$ cat config.mk
export PLATFORM = sky130hd
export DESIGN_NAME = bcd_counter_n
export DESIGN_NICKNAME = d
export VERILOG_FILES = /design/src/rtl/bcd_counter_n.sv
export SDC_FILE = /design/constraint.sdc
export NUM_CORES = 1
export LEC_CHECK = 0
export ABC_AREA = 1
export BUFFER_PORTS_ARGS = -buffer_cell sky130_fd_sc_hd__buf_2
export CORE_ASPECT_RATIO = 1.75
export CORE_MARGIN = 4
export CORE_UTILIZATION = 53
export DETAILED_ROUTE_END_ITERATION = 6
export GPL_TIMING_DRIVEN = 0
export PLACE_DENSITY = 0.76
export SYNTH_ARGS = -nofsm -noshare
export SYNTH_HDL_FRONTEND = slang
export SYNTH_SLANG_ARGS = --single-unit
$ cat constraint.sdc
create_clock -name clock -period 2 [get_ports clock]
set_input_delay 0.3 -clock clock [delete_from_list [all_inputs] [get_ports clock]]
set_output_delay 0.3 -clock clock [all_outputs]
set_load 0.02 [all_outputs]
$ cat src/rtl/bcd_counter_n.sv
// N-digit BCD up/down counter with enable, synchronous clear, validated parallel load,
// wrap/saturate limit handling and registered limit/load-error pulses.
module bcd_counter_n #(
  parameter int unsigned DIGITS = 3,
  parameter bit          WRAP   = 1'b1
) (
  input  logic                  clock,
  input  logic                  reset,
  input  logic                  enable,
  input  logic                  up_down,
  input  logic                  clear,
  input  logic                  load,
  input  logic [4*DIGITS-1:0]   load_value,
  output logic [4*DIGITS-1:0]   count,
  output logic                  limit_hit,
  output logic                  load_error
);

  localparam int unsigned         W         = 4 * DIGITS;
  localparam logic [W-1:0]        ALL_NINES = {DIGITS{4'h9}};

  logic [W-1:0] count_q, count_d;
  logic         limit_q, limit_d;
  logic         lerr_q,  lerr_d;

  logic [W-1:0] inc_v, dec_v;
  logic         carry, borrow, ld_ok, at_max, at_min;

  // Full ripple of carry/borrow across all digits within one cycle.
  always_comb begin
    inc_v  = count_q;
    dec_v  = count_q;
    carry  = 1'b1;
    borrow = 1'b1;
    ld_ok  = 1'b1;
    for (int unsigned k = 0; k < DIGITS; k++) begin
      if (carry) begin
        if (count_q[4*k +: 4] == 4'd9) begin
          inc_v[4*k +: 4] = 4'd0;
        end else begin
          inc_v[4*k +: 4] = count_q[4*k +: 4] + 4'd1;
          carry           = 1'b0;
        end
      end
      if (borrow) begin
        if (count_q[4*k +: 4] == 4'd0) begin
          dec_v[4*k +: 4] = 4'd9;
        end else begin
          dec_v[4*k +: 4] = count_q[4*k +: 4] - 4'd1;
          borrow          = 1'b0;
        end
      end
      if (load_value[4*k +: 4] > 4'd9) begin
        ld_ok = 1'b0;
      end
    end
    at_max = (count_q == ALL_NINES);
    at_min = (count_q == '0);
  end

  always_comb begin
    count_d = count_q;
    limit_d = 1'b0;
    lerr_d  = 1'b0;
    if (clear) begin
      count_d = '0;
    end else if (load) begin
      if (ld_ok) begin
        count_d = load_value;
      end else begin
        lerr_d = 1'b1;
      end
    end else if (enable) begin
      if (up_down) begin
        if (at_max) begin
          limit_d = 1'b1;
          count_d = WRAP ? '0 : count_q;
        end else begin
          count_d = inc_v;
        end
      end else begin
        if (at_min) begin
          limit_d = 1'b1;
          count_d = WRAP ? ALL_NINES : count_q;
        end else begin
          count_d = dec_v;
        end
      end
    end
  end

  always_ff @(posedge clock or negedge reset) begin
    if (!reset) begin
      count_q <= '0;
      limit_q <= 1'b0;
      lerr_q  <= 1'b0;
    end else begin
      count_q <= count_d;
      limit_q <= limit_d;
      lerr_q  <= lerr_d;
    end
  end

  assign count      = count_q;
  assign limit_hit  = limit_q;
  assign load_error = lerr_q;

endmodule
==> implementation parameters, run 1 <==
Parameter                              Value

Critical path
  Minimum setup slack among reg-to-reg paths    0.28 ns
  Most numerous cell on the critical path    sky130_fd_sc_hd__nand2_1
  Worst EP required    2.18 ns
  Worst setup path endpoint    count[9]
  Kind of end point of the critical path    flip-flop
  Slowest stage delay, CP    0.43 ns
  Data arrival time of the critical path    1.90 ns
  Sequence of cells on the critical path    inv_1 -> ha_1 -> inv_1 -> nor3_2 -> nand2_1 -> nand2_1 -> nand2_2 -> nor2_4 -> nand3_1 -> nand2_1
  Biggest fanout along the worst timing path    7
  Worst Path Class, Setup    reg2reg
  End of the worst register-to-register path    count[9]
  Worst reg2reg startpoint    count[4]
  CP startpoint kind    flip-flop
  Reg2reg path depth    10
  Critical path origin    count[4]
  Slowest cell on the critical path    sky130_fd_sc_hd__dfrtp_1

Floorplanning
  Ports placed on the boundary    32
  Die span in y    73.90 µm
  Core ar.    2331 µm²
  Die X    45.66 µm
  Area of the die    3374 µm²
  Initial Util    56.41%
  Number of core rows    23

Clocking
  CTS Root Buffer Type    sky130_fd_sc_hd__clkbuf_8
  Inserted Clock Buffers    3
  Clock tree from TritonCTS    built
  Worst-skew pair later-pin latency    0.24 ns
  Num Clock Sinks    14
  CTS H-tree lvls    1
  Clock Tree Buf Depth    2
  Clock transition at the register clock pins on the worst setup and hold paths after CTS    0.06 ns

STA
  RSZ-0062 raised after global routing    no
  Number of setup violations in the final report    0
  Slew at the pin closest to its max-slew limit    0.4929 ns
  Final hold vios    0
  Period utilisation layout    86.06%
  Worst clock skew    0.002035 ns
  Hold WS    0.3156 ns
  Worst-case headroom to the max-slew limit    67.14%
  Max Fclk    581.0 MHz
  Total Negative Setup Slacks    0 ns
  Shortest clock period the worst path allows after layout    1.721 ns
  Count of pins over their slew limit    0
  Final worst-path setup slack    0.2787 ns

Placed design
  Setup slack at placement    0.3052 ns
  IO Port Bufs    31
  RePlAce Congestion    0.8828
  Detailed placement HPWL    2.892 mm

Route
  DRT antenna net count    0
  Post-detailed-routing wire length    3.540 mm
  Total iterations of the first detailed-routing run    4
  DR iter-0 viols    67
  Post-detailed-route wirelength per cell    13.31 µm
  Via/cell ratio    5.635
  DR DRC count    0
  Via Count    1,499

Logic synthesis
  Synthesized cell area    1315 µm²
  Sequential share of the synthesized area    26.64%
  Synthesized instance count    205
  Number of distinct standard cells referenced by the synthesized netlist    29
  Per-instance average area after synthesis    6.415 µm²
  #FFs+latches synth    14
  Yosys Warn Count    0
  Post-synthesis net count    231

Power and ir drop
  Power density over cell area    747.9 nW/µm²
  Internal Power    0.6798 mW
  Worst vdd rail ir drop    0.0005154 V
  Leakage    0.8693 nW
  Part of the total power dissipated in the clock network    23.7%
  Switching power share of the total    41.98%
  Part of the total power dissipated in sequential elements    32.6%
  Switching power total    0.4919 mW
  Combinational Power Share    43.7%

Worst hold path
  Worst Min Path Start    enable
  Min-delay worst type    in2reg

Layout
  Share of post-route cells with drive strength above 1    21.58%
  Antenna cells    0
  Most frequent cells in the layout    64 x sky130_fd_sc_hd__nand2_1, 31 x sky130_fd_sc_hd__buf_2, 24 x sky130_fd_sc_hd__nand3_1
  Area delta synth->final    19.12%
  Fin util    67.20%
  Most frequent standard cell in the layout excluding fill and tap cells    sky130_fd_sc_hd__nand2_1
  Final #Nets    268

Global route
  Via count of the first global-routing pass    1,433
  Global route total overflow    0
  Wire length of the first global-routing pass    5.968 mm
  Number of antenna violations at the first check in global routing    0
  Total GRT Usage    23.68%
  Pin count of the biggest net entering global routing    15

Run status
  Status    completed

Flow run
  Number of maximum-capacitance constraint violations    0
## worst max-delay path, delay by kind of cell, from the launching register on
| family | cells | cell delay, ns |
|---|---|---|
| simple gates | 7 | 0.80 |
| flops | 1 | 0.43 |
| buf+inv | 2 | 0.25 |
| fa+ha+maj | 1 | 0.18 |
## power groups by stage
| stage | Combinational [mW] | Clock, mW | Sequential [mW] |
|---|---|---|---|
| floorplan | 0.319 | 0 | 0.425 |
| global placement | 0.495 | 0 | 0.382 |
| detailed placement | 0.508 | 0 | 0.387 |
| CTS | 0.511 | 0.284 | 0.382 |
| global route | 0.577 | 0.297 | 0.388 |
| finish | 0.512 | 0.278 | 0.382 |
## kinds of logic after synthesis
kind of cell,share of synthesized area [%]
fa+ha+maj,7.612
flops,26.64
simple gates,43.39
buf+inv,8.277
xor+xnor,2.664
compound gates,11.42
## cell usage after synthesis
master                     number  area [µm²]
sky130_fd_sc_hd__o21bai_1       1       7.510
sky130_fd_sc_hd__buf_4          1       7.510
sky130_fd_sc_hd__inv_2          4       15.01
sky130_fd_sc_hd__nand3_1       24       120.1
sky130_fd_sc_hd__nand3b_1       1       7.510
sky130_fd_sc_hd__inv_1         17       63.81
sky130_fd_sc_hd__ha_1           8       100.1
sky130_fd_sc_hd__xor2_1         4       35.03
sky130_fd_sc_hd__o21ai_2        1       8.760
sky130_fd_sc_hd__clkinv_1       1       3.750
sky130_fd_sc_hd__clkbuf_1       2       7.510
sky130_fd_sc_hd__nor3_2         1       10.01
sky130_fd_sc_hd__nor2_2         1       6.260
sky130_fd_sc_hd__nor2_1        22       82.58
sky130_fd_sc_hd__nor2_4         1       11.26
sky130_fd_sc_hd__a21oi_1        5       25.02
sky130_fd_sc_hd__nand2_1       64       240.2
sky130_fd_sc_hd__dfrtp_1       14       350.3
sky130_fd_sc_hd__nand3_4        1       17.52
sky130_fd_sc_hd__nand3_2        2       20.02
sky130_fd_sc_hd__o211ai_1       1       7.510
sky130_fd_sc_hd__nand2_2        2       12.51
sky130_fd_sc_hd__buf_6          1       11.26
sky130_fd_sc_hd__o21ai_1        3       15.01
sky130_fd_sc_hd__nand2_4        1       11.26
sky130_fd_sc_hd__nand4_1        4       25.02
sky130_fd_sc_hd__or2_2          1       6.260
sky130_fd_sc_hd__a31oi_1        1       6.260
sky130_fd_sc_hd__o21ai_0       16       80.08
## area by class of cell
type	count	area, µm²
Buffer	4	26.28
Clock buffer	4	55.05
Fill cell	221	764.5
Inverter	22	82.58
Multi-Input combinational cell	165	855.8
Sequential cell	14	350.3
Tap cell	25	31.28
Timing Repair Buffer	32	165.2
## stage by stage
step                cell area, µm²  total power [mW]  instances
floorplan                     1315            0.7440        205
global placement              1501            0.8764        261
detailed placement            1501            0.8943        261
CTS                           1567             1.177        266
global route                  1567             1.262        266
finish                        1567             1.172        266
## state kept, by name, indices dropped and copies added (netlist names)
name / flops
limit_hit: 1
load_error: 1
count: 12
## per-layer routing
metal | global-route usage [%] | vias to the layer above | routed length (µm)
met5 | 0 | - | 0
met4 | 14.33 | 0 | 140
met3 | 3.186 | 16 | 180
met2 | 42.30 | 55 | 1877
met1 | 24.51 | 692 | 1343
li1 | - | 736 | -
## worst min path at each step
stage          cells past startpoint         to  slack [ns]
6_report                           3  limit_hit        0.32
5_1_grt                            3  limit_hit        0.31
4_1_cts                            3  limit_hit        0.31
3_5_place_dp                       1   count[8]        0.22
3_3_place_gp                       1   count[8]        0.21
2_1_floorplan                      0   count[0]       0.004
## repair_timing
| item | 4_1_cts | 5_1_grt |
|---|---|---|
| hold buffers | 1 | 0 |
| gates resized for setup | 0 | 0 |
| endpoints found under the setup margin | 0 | 0 |
| buffers inserted | 0 | 0 |
| hold endpoints to repair | 14 | 0 |
(Power assumes the default switching activity.)
==> inputs of run 2 (changes only) <==
--- a/config.mk
+++ b/config.mk
@@ -9,10 +9,11 @@
 export BUFFER_PORTS_ARGS = -buffer_cell sky130_fd_sc_hd__buf_2
 export CORE_ASPECT_RATIO = 1.75
 export CORE_MARGIN = 4
-export CORE_UTILIZATION = 53
+export CORE_UTILIZATION = 35
+export CTS_BUF_LIST = sky130_fd_sc_hd__clkbuf_2
 export DETAILED_ROUTE_END_ITERATION = 6
 export GPL_TIMING_DRIVEN = 0
-export PLACE_DENSITY = 0.76
+export PLACE_DENSITY = 0.53
 export SYNTH_ARGS = -nofsm -noshare
 export SYNTH_HDL_FRONTEND = slang
 export SYNTH_SLANG_ARGS = --single-unit
==> implementation parameters, run 2 (same netlist as run 1, synthesis figures left out) <==
Parameter                              Value

Clocking
  CTS Root Buffer Type    sky130_fd_sc_hd__clkbuf_2
  Clock Tree Buf Depth    2
  Clock transition at the register clock pins on the worst setup and hold paths after CTS    0.17 ns
  Inserted Clock Buffers    3
  Num Clock Sinks    14
  Buffers inserted by post-CTS timing repair    0
  Worst-skew pair later-pin latency    0.29 ns
  CTS H-tree lvls    1
  Clock tree from TritonCTS    built

Flow run
  Number of maximum-capacitance constraint violations    0

Critical path
  Worst EP required    2.21 ns
  Sequence of cells on the critical path    inv_2 -> ha_1 -> inv_1 -> nor3_2 -> nand2_1 -> nand2_1 -> nand2_2 -> nor2_4 -> nand2_1 -> o21ai_1
  Biggest fanout along the worst timing path    7
  Critical path origin    count[4]
  CP startpoint kind    flip-flop
  Reg2reg path depth    10
  End of the worst register-to-register path    count[8]
  Cell count along the critical path    10
  Worst setup path endpoint    count[8]
  Data arrival time of the critical path    1.94 ns
  Crit-path leading delay family    simple AND/OR/NAND/NOR gates
  Worst reg2reg startpoint    count[4]
  Buffer and inverter count on the worst path    2
  Slowest stage delay, CP    0.48 ns
  Kind of end point of the critical path    flip-flop
  Worst Path Class, Setup    reg2reg
  Minimum setup slack among reg-to-reg paths    0.26 ns
  Most numerous cell on the critical path    sky130_fd_sc_hd__nand2_1
  Slowest cell on the critical path    sky130_fd_sc_hd__dfrtp_1

Layout
  Most frequent cells in the layout    64 x sky130_fd_sc_hd__nand2_1, 31 x sky130_fd_sc_hd__buf_2, 24 x sky130_fd_sc_hd__nand3_1
  Filler Cells Inserted    397
  Share of post-route cells with drive strength above 1    21.58%
  Area delta synth->final    18.36%
  Antenna cells    0
  Final #Nets    268
  Multi-input gate area    855.8 µm²
  Sequential cell area    350.3 µm²
  Flip-flop count of the largest register after layout    12
  Most frequent standard cell in the layout excluding fill and tap cells    sky130_fd_sc_hd__nand2_1

Global route
  Pin count of the biggest net entering global routing    15
  Number of antenna violations at the first check in global routing    0
  Wire length of the first global-routing pass    5.954 mm
  Global route total overflow    0
  Via count of the first global-routing pass    1,270
  Total GRT Usage    16.77%

Route
  Via Count    1,378
  Total iterations of the first detailed-routing run    4
  Post-detailed-route wirelength per cell    12.96 µm
  DR DRC count    0
  Via/cell ratio    4.801
  DRT antenna net count    0
  Post-detailed-routing wire length    3.720 mm
  DR iter-0 viols    36

STA
  Shortest clock period the worst path allows after layout    1.736 ns
  Count of pins over their slew limit    0
  Total Negative Setup Slacks    0 ns
  Worst clock skew    0.02392 ns
  RSZ-0062 raised after global routing    no
  Final hold vios    0
  Period utilisation layout    86.78%
  Slew at the pin closest to its max-slew limit    0.4943 ns
  Number of setup violations in the final report    0
  Max Fclk    576.1 MHz
  Worst-case headroom to the max-slew limit    67.05%

Power and ir drop
  Part of the total power dissipated in sequential elements    36.7%
  Power after layout    1.035 mW
  Switching power share of the total    47.08%
  Leakage    0.8536 nW
  Part of the total power dissipated in the clock network    13.9%
  Combinational Power Share    49.4%
  Internal Power    0.5480 mW
  Power density over cell area    665.2 nW/µm²
  Switching power total    0.4874 mW
  Worst vdd rail ir drop    0.0003522 V

Floorplanning
  Initial Util    36.24%
  Ports placed on the boundary    32
  Core ar.    3628 µm²
  Die span in y    89.09 µm
  Die X    54.34 µm
  Number of core rows    29
  Area of the die    4840 µm²

Worst hold path
  Worst Min Path Start    enable
  Min-delay worst type    in2reg

Placed design
  Detailed placement HPWL    2.968 mm
  RePlAce Congestion    0.8340
  IO Port Bufs    31

Run status
  Status    completed
## run 2: cell types whose count changed in the layout (fill, tap and decap cells not counted), sizes merged
cell	delta
clkinv	+1
clkbuf	-1
## run 2: area by class of cell
class | instances | area share (%)
Clock inverter | 1 | 0.2412
Multi-Input combinational cell | 165 | 54.98
Sequential cell | 14 | 22.51
Timing Repair Buffer | 32 | 10.61
Inverter | 22 | 5.305
Clock buffer | 3 | 0.9646
Buffer | 4 | 1.688
Tap cell | 46 | 3.698
## run 2: worst reg2reg max path: stages (launching register included)
cell and delay [ns]:
sky130_fd_sc_hd__dfrtp_1 0.48, sky130_fd_sc_hd__inv_2 0.15, sky130_fd_sc_hd__ha_1 0.16, sky130_fd_sc_hd__inv_1 0.05, sky130_fd_sc_hd__nor3_2 0.25, sky130_fd_sc_hd__nand2_1 0.08
sky130_fd_sc_hd__nand2_1 0.08, sky130_fd_sc_hd__nand2_2 0.08, sky130_fd_sc_hd__nor2_4 0.17, sky130_fd_sc_hd__nand2_1 0.07, sky130_fd_sc_hd__o21ai_1 0.07
## run 2: what timing repair did
item / in CTS / in global routing
hold endpoints to repair: 14 / 0
endpoints found under the setup margin: 0 / 1
hold buffers: 1 / 0
gates resized for setup: 0 / 1
## run 2: how the worst min path moves through the flow
stage / cells past startpoint / slack [ns] / end
floorplan: 0 / 0.004 / count[0]
global placement: 1 / 0.23 / count[0]
detailed placement: 1 / 0.23 / count[1]
CTS: 3 / 0.23 / limit_hit
global route: 3 / 0.23 / limit_hit
finish: 3 / 0.26 / limit_hit
## run 2: per-layer routing
| layer | GRT usage (%) | routed length, µm | up-vias |
|---|---|---|---|
| met4 | 4.762 | 26 | 0 |
| met1 | 20.62 | 1622 | 617 |
| li1 | - | - | 734 |
| met2 | 29.55 | 1944 | 25 |
| met5 | 0 | 0 | - |
| met3 | 2.170 | 127 | 2 |
## run 2: per-stage QoR
| stage | hold WS, ns | cells | worst slack (ns) | utilization, % | cell area (µm²) |
|---|---|---|---|---|---|
| after floorplan | 0.004409 | 205 | 0.4420 | - | 1315 |
| after global placement | 0.2314 | 282 | 0.2393 | 42.10 | 1528 |
| after detailed placement | 0.2325 | 282 | 0.2214 | 42.10 | 1528 |
| after CTS | 0.2256 | 287 | 0.1662 | 42.90 | 1556 |
| after global routing | 0.2286 | 287 | 0.1009 | 42.90 | 1556 |
| final | 0.2620 | 287 | 0.2643 | 42.90 | 1556 |
## run 2: power groups by stage
stage | Combinational [mW] | Clock, mW | Sequential (mW)
2_1_floorplan | 0.319 | 0 | 0.425
3_3_place_gp | 0.512 | 0 | 0.385
3_5_place_dp | 0.511 | 0 | 0.386
4_1_cts | 0.515 | 0.157 | 0.380
5_1_grt | 0.581 | 0.168 | 0.389
6_report | 0.511 | 0.144 | 0.380
==> inputs of run 3 (changes only) <==
==> constraint.sdc (replaced) <==
create_clock -name clock -period 2.1 [get_ports clock]
set_input_delay 0.315 -clock clock [delete_from_list [all_inputs] [get_ports clock]]
set_output_delay 0.315 -clock clock [all_outputs]
set_load 0.02 [all_outputs]
==> implementation parameters, run 3 (same netlist as run 1, synthesis figures left out) <==
Parameter                              Value

Critical path
  Worst EP required    2.31 ns
  Biggest fanout along the worst timing path    7
  Worst Path Class, Setup    reg2reg
  Data arrival time of the critical path    2.03 ns
  Critical path origin    count[4]
  Kind of end point of the critical path    flip-flop
  End of the worst register-to-register path    count[8]
  Reg2reg path depth    10
  Minimum setup slack among reg-to-reg paths    0.28 ns
  Worst reg2reg startpoint    count[4]
  CP startpoint kind    flip-flop

Power and ir drop
  Leakage    0.8546 nW
  Power density over cell area    633.0 nW/µm²
  Worst vdd rail ir drop    0.0003355 V

Floorplanning
  Area of the die    4840 µm²
  Die X    54.34 µm
  Number of core rows    29
  Ports placed on the boundary    32
  Core ar.    3628 µm²
  Initial Util    36.24%
  Die span in y    89.09 µm

Route
  Via/cell ratio    4.798
  Total iterations of the first detailed-routing run    4
  DRT antenna net count    0
  DR iter-0 viols    36
  Via Count    1,377
  DR DRC count    0
  Post-detailed-route wirelength per cell    12.96 µm
  Post-detailed-routing wire length    3.720 mm

Layout
  Area delta synth->final    18.36%
  Final #Nets    268
  Flip-flop count of the largest register after layout    12
  Share of post-route cells with drive strength above 1    21.16%
  Most frequent cells in the layout    64 x sky130_fd_sc_hd__nand2_1, 31 x sky130_fd_sc_hd__buf_2, 24 x sky130_fd_sc_hd__nand3_1
  Most frequent standard cell in the layout excluding fill and tap cells    sky130_fd_sc_hd__nand2_1
  Antenna cells    0
  Summed area of non-filler cells in the final layout    1556 µm²
  Filler Cells Inserted    397
  Fin util    42.90%

STA
  RSZ-0062 raised after global routing    no
  Total Negative Setup Slacks    0 ns
  Max Fclk    549.4 MHz
  Slew at the pin closest to its max-slew limit    0.4954 ns
  Period utilisation layout    86.68%
  Number of setup violations in the final report    0
  Shortest clock period the worst path allows after layout    1.820 ns
  Final worst-path setup slack    0.2797 ns
  Worst clock skew    0.02392 ns
  Worst-case headroom to the max-slew limit    66.97%
  Final hold vios    0
  Count of pins over their slew limit    0
  Hold WS    0.2770 ns

Clocking
  Inserted Clock Buffers    3
  CTS H-tree lvls    1
  Clock transition at the register clock pins on the worst setup and hold paths after CTS    0.17 ns
  Worst-skew pair later-pin latency    0.29 ns
  Buffers inserted by post-CTS timing repair    0
  Clock Tree Buf Depth    2
  CTS Root Buffer Type    sky130_fd_sc_hd__clkbuf_2
  Hold buffer count at CTS    1
  Clock tree from TritonCTS    built
  Num Clock Sinks    14
  Post-cts repair resize count    0

Placed design
  RePlAce Congestion    0.8340
  Detailed placement HPWL    2.968 mm
  Standard cell area after detailed placement    1528 µm²
  IO Port Bufs    31
  Setup slack at placement    0.3214 ns

Global route
  Pin count of the biggest net entering global routing    15
  Met1 track demand over resource    20.62%
  Routing usage on met3    2.170%
  Global route total overflow    0
  Wire length of the first global-routing pass    5.954 mm
  Via count of the first global-routing pass    1,270
  Total GRT Usage    16.77%
  Most Used Layer, Global Route    met2
  Number of antenna violations at the first check in global routing    0
  Met2 usage in global routing    29.55%

Run status
  Status    completed

Flow run
  Number of maximum-capacitance constraint violations    0

Worst hold path
  Min-delay worst type    in2reg
  Worst Min Path Start    enable
  Worst hold stages    3
  Hold EP    limit_hit
==> run 3: cell types whose count changed in the layout (fill, tap and decap cells not counted) <==
cell	previous run	this run
sky130_fd_sc_hd__inv_1	16	17
sky130_fd_sc_hd__inv_2	5	4
==> run 3: worst max-delay path by stage <==
| stage | slack, ns | depth (start not counted) | to |
|---|---|---|---|
| finish | 0.28 | 10 | count[8] |
| global route | 0.1 | 10 | count[8] |
| CTS | 0.27 | 10 | count[8] |
| detailed placement | 0.32 | 10 | count[8] |
| global placement | 0.34 | 10 | count[11] |
| floorplan | 0.54 | 10 | count[9] |
==> run 3: cell type report <==
class | count | area (µm²) | share of cell area (%)
Multi-Input combinational cell | 165 | 855.8 | 54.98
Sequential cell | 14 | 350.3 | 22.51
Timing Repair Buffer | 32 | 165.2 | 10.61
Inverter | 22 | 82.58 | 5.305
Tap cell | 46 | 57.56 | 3.698
Buffer | 4 | 26.28 | 1.688
Clock buffer | 3 | 15.01 | 0.9646
Clock inverter | 1 | 3.754 | 0.2412
==> run 3: metrics by stage <==
stage / std cells / power [mW]
finish: 287 / 0.9852
global route: 287 / 1.083
CTS: 287 / 1.002
detailed placement: 282 / 0.8547
global placement: 282 / 0.8550
floorplan: 205 / 0.7086
==> run 3: metal layers <==
metal	part of all wire [%]	wire, µm	up-vias
li1	-	-	734
met1	44	1621	616
met2	52	1945	25
met3	3.4	127	2
met4	0.70	26	0
met5	0	0	-
==> run 3: critical path: stages, from the launching register on <==
cell and delay [ns]:
sky130_fd_sc_hd__dfrtp_1 0.47, sky130_fd_sc_hd__inv_1 0.22, sky130_fd_sc_hd__ha_1 0.18, sky130_fd_sc_hd__inv_1 0.05, sky130_fd_sc_hd__nor3_2 0.25, sky130_fd_sc_hd__nand2_1 0.08, sky130_fd_sc_hd__nand2_1 0.08, sky130_fd_sc_hd__nand2_2 0.08
sky130_fd_sc_hd__nor2_4 0.17, sky130_fd_sc_hd__nand2_1 0.07, sky130_fd_sc_hd__o21ai_1 0.07
==> run 3: power breakdown <==
part           total [mW]  switching [mW]  internal [mW]
combinational       0.487           0.313          0.174
clock               0.138          0.0961         0.0414
sequential          0.361          0.0542          0.307
total               0.985           0.464          0.522
